`src/rtl/demux32_capture.sv`:
```
// demux32_capture
// Serial-to-parallel capture: steers each valid serial bit into position idx
// of a 32-bit shadow register and publishes the completed frame as a word
// with a one-cycle strobe. A frame_start in the middle of a frame aborts the
// partial frame and restarts it, and this abort is flagged on sync_err.
module demux32_capture (
    input  logic        clk,
    input  logic        reset,
    input  logic        bit_in,
    input  logic        bit_valid,
    input  logic        frame_start,
    output logic [31:0] word,
    output logic        word_valid,
    output logic [4:0]  idx,
    output logic        busy,
    output logic        sync_err
);

    typedef enum logic {
        IDLE = 1'b0,
        RECV = 1'b1
    } state_t;

    state_t      state_q, state_d;
    logic [4:0]  idx_q, idx_d;
    logic [31:0] shadow_q, shadow_d;
    logic [31:0] word_q, word_d;
    logic        word_valid_q, word_valid_d;
    logic        sync_err_q, sync_err_d;

    // Register all state and outputs; reset takes priority over every input.
    always_ff @(posedge clk) begin
        if (reset) begin
            state_q      <= IDLE;
            idx_q        <= '0;
            shadow_q     <= '0;
            word_q       <= '0;
            word_valid_q <= 1'b0;
            sync_err_q   <= 1'b0;
        end else begin
            state_q      <= state_d;
            idx_q        <= idx_d;
            shadow_q     <= shadow_d;
            word_q       <= word_d;
            word_valid_q <= word_valid_d;
            sync_err_q   <= sync_err_d;
        end
    end

    // Next-state logic: frame start, bit steering, completion and resync.
    always_comb begin
        state_d      = state_q;
        idx_d        = idx_q;
        shadow_d     = shadow_q;
        word_d       = word_q;
        word_valid_d = 1'b0;
        sync_err_d   = 1'b0;

        unique case (state_q)
            IDLE: begin
                // Only a frame_start bit opens a frame; orphan bits are dropped.
                if (bit_valid && frame_start) begin
                    shadow_d[0] = bit_in;
                    idx_d       = 5'd1;
                    state_d     = RECV;
                end
            end
            RECV: begin
                if (bit_valid) begin
                    if (frame_start) begin
                        // Abort the partial frame and restart at bit 0.
                        sync_err_d  = 1'b1;
                        shadow_d[0] = bit_in;
                        idx_d       = 5'd1;
                    end else begin
                        shadow_d[idx_q] = bit_in;
                        if (idx_q == 5'd31) begin
                            word_d       = {bit_in, shadow_q[30:0]};
                            word_valid_d = 1'b1;
                            idx_d        = '0;
                            state_d      = IDLE;
                        end else begin
                            idx_d = idx_q + 5'd1;
                        end
                    end
                end
            end
            default: begin
                state_d = IDLE;
                idx_d   = '0;
            end
        endcase
    end

    assign word       = word_q;
    assign word_valid = word_valid_q;
    assign idx        = idx_q;
    assign busy       = (state_q == RECV);
    assign sync_err   = sync_err_q;

endmodule

```
`config.mk`:
```
export PLATFORM = sky130hd
export DESIGN_NAME = demux32_capture
export DESIGN_NICKNAME = d
export VERILOG_FILES = /design/src/rtl/demux32_capture.sv
export SDC_FILE = /design/constraint.sdc
export NUM_CORES = 1
export LEC_CHECK = 0
export BUFFER_PORTS_ARGS = -buffer_cell sky130_fd_sc_hd__buf_2
export CAP_MARGIN = 20
export CORE_AREA = 4 4 78 80
export DETAILED_ROUTE_END_ITERATION = 8
export DIE_AREA = 0 0 82 84
export HOLD_SLACK_MARGIN = 0.06
export PLACE_DENSITY = 0.9
export SYNTH_ARGS = -nofsm -noshare
export SYNTH_HDL_FRONTEND = slang
export SYNTH_SLANG_ARGS = --single-unit
```
`constraint.sdc`:
```
create_clock -name clk -period 2.27 [get_ports clk]
set_input_delay 0 -clock clk [delete_from_list [all_inputs] [get_ports clk]]
set_output_delay 0 -clock clk [all_outputs]
set_load 0.05 [all_outputs]
```
==> summary.txt <==
Outcome
  • Status: completed

Logic synthesis
  • Number of synthesized flops with an enable pin: 0
  • Yosys warns: 0
  • Largest area contributor in the synthesized netlist: dfxtp_1
  • Post-synth top area share: 47.7%
  • Cells after synthesis: 337
  • Synth top area cells: dfxtp_1, nand2_1, mux2i_1, nand2b_1, a21oi_1
  • Cell Area, Synth: 0.00298 sq mm
  • Post-synth ARST share: 0%
  • Distinct cells, synth: 28
  • Synth Flop Type: dfxtp_1
  • Post-Syn Area per Cell: 8.84 sq um
  • Number of synthesized register bits: 71
  • Synth cell count leaders: nand2_1, dfxtp_1, a21oi_1
  • Syn Nets: 348
  • Seq/Total Area, Yosys: 47.7%
  • Top-count cell post-synth: nand2_1

Floorplan
  • Die Width: 82 microns
  • Die Area: 0.00689 sq mm
  • Die height: 84 microns
  • Core Rows: 27
  • # IOs: 45
  • Starting Density: 55.1%
  • Core area: 0.00541 sq mm

Detailed routing
  • Initial DRC count: 149
  • 1st-pass router iterations: 4
  • Post-route DRC: 0
  • Drt via density: 5.12
  • Wire per inst: 13.0 microns
  • Total routed wirelength: 5870 microns
  • Final antenna-violating net count: 0
  • Via Count: 2315

Worst setup path
  • Startpoint types: flip-flop
  • Crit-path max FO: 18
  • Critical path class: reg2reg
  • Crit path DAT: 2.08 ns
  • Worst path max stage delay: 0.46 ns
  • WP buf/inv: 1
  • CP required: 2.54 ns
  • Crit-path leading delay family: simple AND/OR/NAND/NOR gates
  • Cell mode on critical path: ha_1
  • CP Cell Sequence: ha_1 > and3_1 > ha_1 > and4b_1 > buf_4 > nand2_1 > a21oi_1
  • Slowest-stage cell, CP: dfxtp_1
  • Worst setup EP type: flip-flop

Clock network
  • Clock buffer count from CTS: 9
  • CTS Root Cell: clkbuf_8
  • Clock latency on the worst-skew pair: 0.34 ns
  • CTS Sinks: 71
  • Worst-case clock buffer depth: 2
  • Setup Fix Bufs, Post-CTS: 0
  • Clk slew on worst S/H paths: 0.07 ns
  • H-tree Lvls: 3
  • TritonCTS clock tree: done

Layout
  • Diode count: 0
  • Syn-to-layout area delta: 15.0%
  • Nets: 387
  • Share of cells above drive strength 1: 17.6%
  • Fillers: 448

Power
  • Max VDD drop: 0.313 mV
  • Leak pwr: 1.56 nW
  • Pwr dens: 684 mW/mm^2

GRT
  • Antenna violations before repair: 0
  • Overflow after GRT: 0
  • Tot GR Track Use: 18.5%
  • Met3 usage: 4.21%
  • Wire length of the first global-routing pass: 9900 microns
  • Routing usage on met2: 29.3%
  • Most Crowded Layer GR: met2
  • Largest net degree at the start of global routing: 38
  • Number of global-route vias before repair: 2211
  • GR Util met1: 22.5%

Timing
  • Final slew viol count: 0
  • Setup Viol. Count Final: 0
  • Final Critical Period: 1.81 ns
  • Worst slew margin: 62.1%
  • Final setup TNS: 0 ns
  • Final hold slack: 0.143 ns
  • Worst-Margin Slew: 0.569 ns
  • Max Clk Rate: 553 MHz
  • Final period utilization: 79.7%
  • Final Skew: 0.00546 ns
  • Endpoints failing hold: 0
  • RSZ-0062 raised after global routing: no

Place
  • DPL Wire Length: 3830 microns
  • PortBufs: 44
  • RePlAce Congestion: 0.858

Worst hold path
  • Hold Path Class: in2reg

Run
  • Max_cap viols: 0
[through the flow]
stage	setup slack (ns)	util, %	std cells	total power, mW	instance area, sq um
after floorplan	0.300	-	337	1.35	2980
after global placement	0.589	59.0	433	1.37	3190
after detailed placement	0.480	59.0	433	1.37	3190
after CTS	0.461	63.4	452	2.36	3430
after global routing	0.280	63.4	452	2.43	3430
final	0.461	63.4	452	2.34	3430
[layout make-up]
| type | instances | area, sq um | share of cell area (%) |
|---|---|---|---|
| repair buffers | 56 | 320 | 9.34 |
| well taps | 72 | 90.1 | 2.63 |
| clock inverters | 3 | 42.5 | 1.24 |
| flip-flops and latches | 71 | 1420 | 41.5 |
| multi-input cells | 236 | 1390 | 40.6 |
| inverters | 2 | 7.51 | 0.219 |
| clock buffers | 12 | 155 | 4.53 |
[layer usage]
layer	wire length (microns)	vias to the layer above
li1	-	1185
met3	298	13
met2	2760	63
met4	174	0
met5	0	-
met1	2640	1054
[cells in the final DEF, fill, tap and decap left out, types with 6 or more instances in the layout]
cell	synthesis	layout
nand2b_1	32	32
clkbuf_8	0	11
buf_2	7	44
dfxtp_1	71	71
ha_1	6	6
buf_4	10	8
mux2i_1	31	31
a21oi_1	34	34
nand2_1	94	94
[what timing repair did]
item	CTS	global route
hold endpoints to repair	3	0
hold buffers	4	0
resized for setup	0	0
endpoints found under the setup margin	0	0
[power by group]
| group | switching (mW) | internal [mW] |
|---|---|---|
| clock | 0.440 | 0.560 |
| sequential | 0.00832 | 1.25 |
| combinational | 0.0546 | 0.0314 |
[logic make-up after synthesis]
group	share of synthesized area, %
AO/OA/AOI/OAI	8.10
AND/OR/NAND/NOR	25.4
buffers and inverters	5.63
XOR/XNOR	0.294
multiplexers	10.4
flip-flops	47.7
adder cells (fa/ha/maj)	2.52
[final timing paths]
| kind | start | endpoint | slack [ns] | cells after the start |
|---|---|---|---|---|
| max reg2reg | idx[0]$_SDFFE_PP0P_ | word[27]$_SDFFE_PP0P_ | 0.46 | 7 |
| min reg2reg | word[15]$_SDFFE_PP0P_ | word[15]$_SDFFE_PP0P_ | 0.45 | 2 |
| min | reset | idx[1]$_SDFFE_PP0P_ | 0.14 | 2 |
| max | idx[0]$_SDFFE_PP0P_ | word[27]$_SDFFE_PP0P_ | 0.46 | 7 |
[registers in the layout (all words and copies together), names as in the netlist]
name	count
busy	1
idx	5
shadow_q	31
sync_err	1
word	32
word_valid	1
Power figures use the tool's default switching activity.
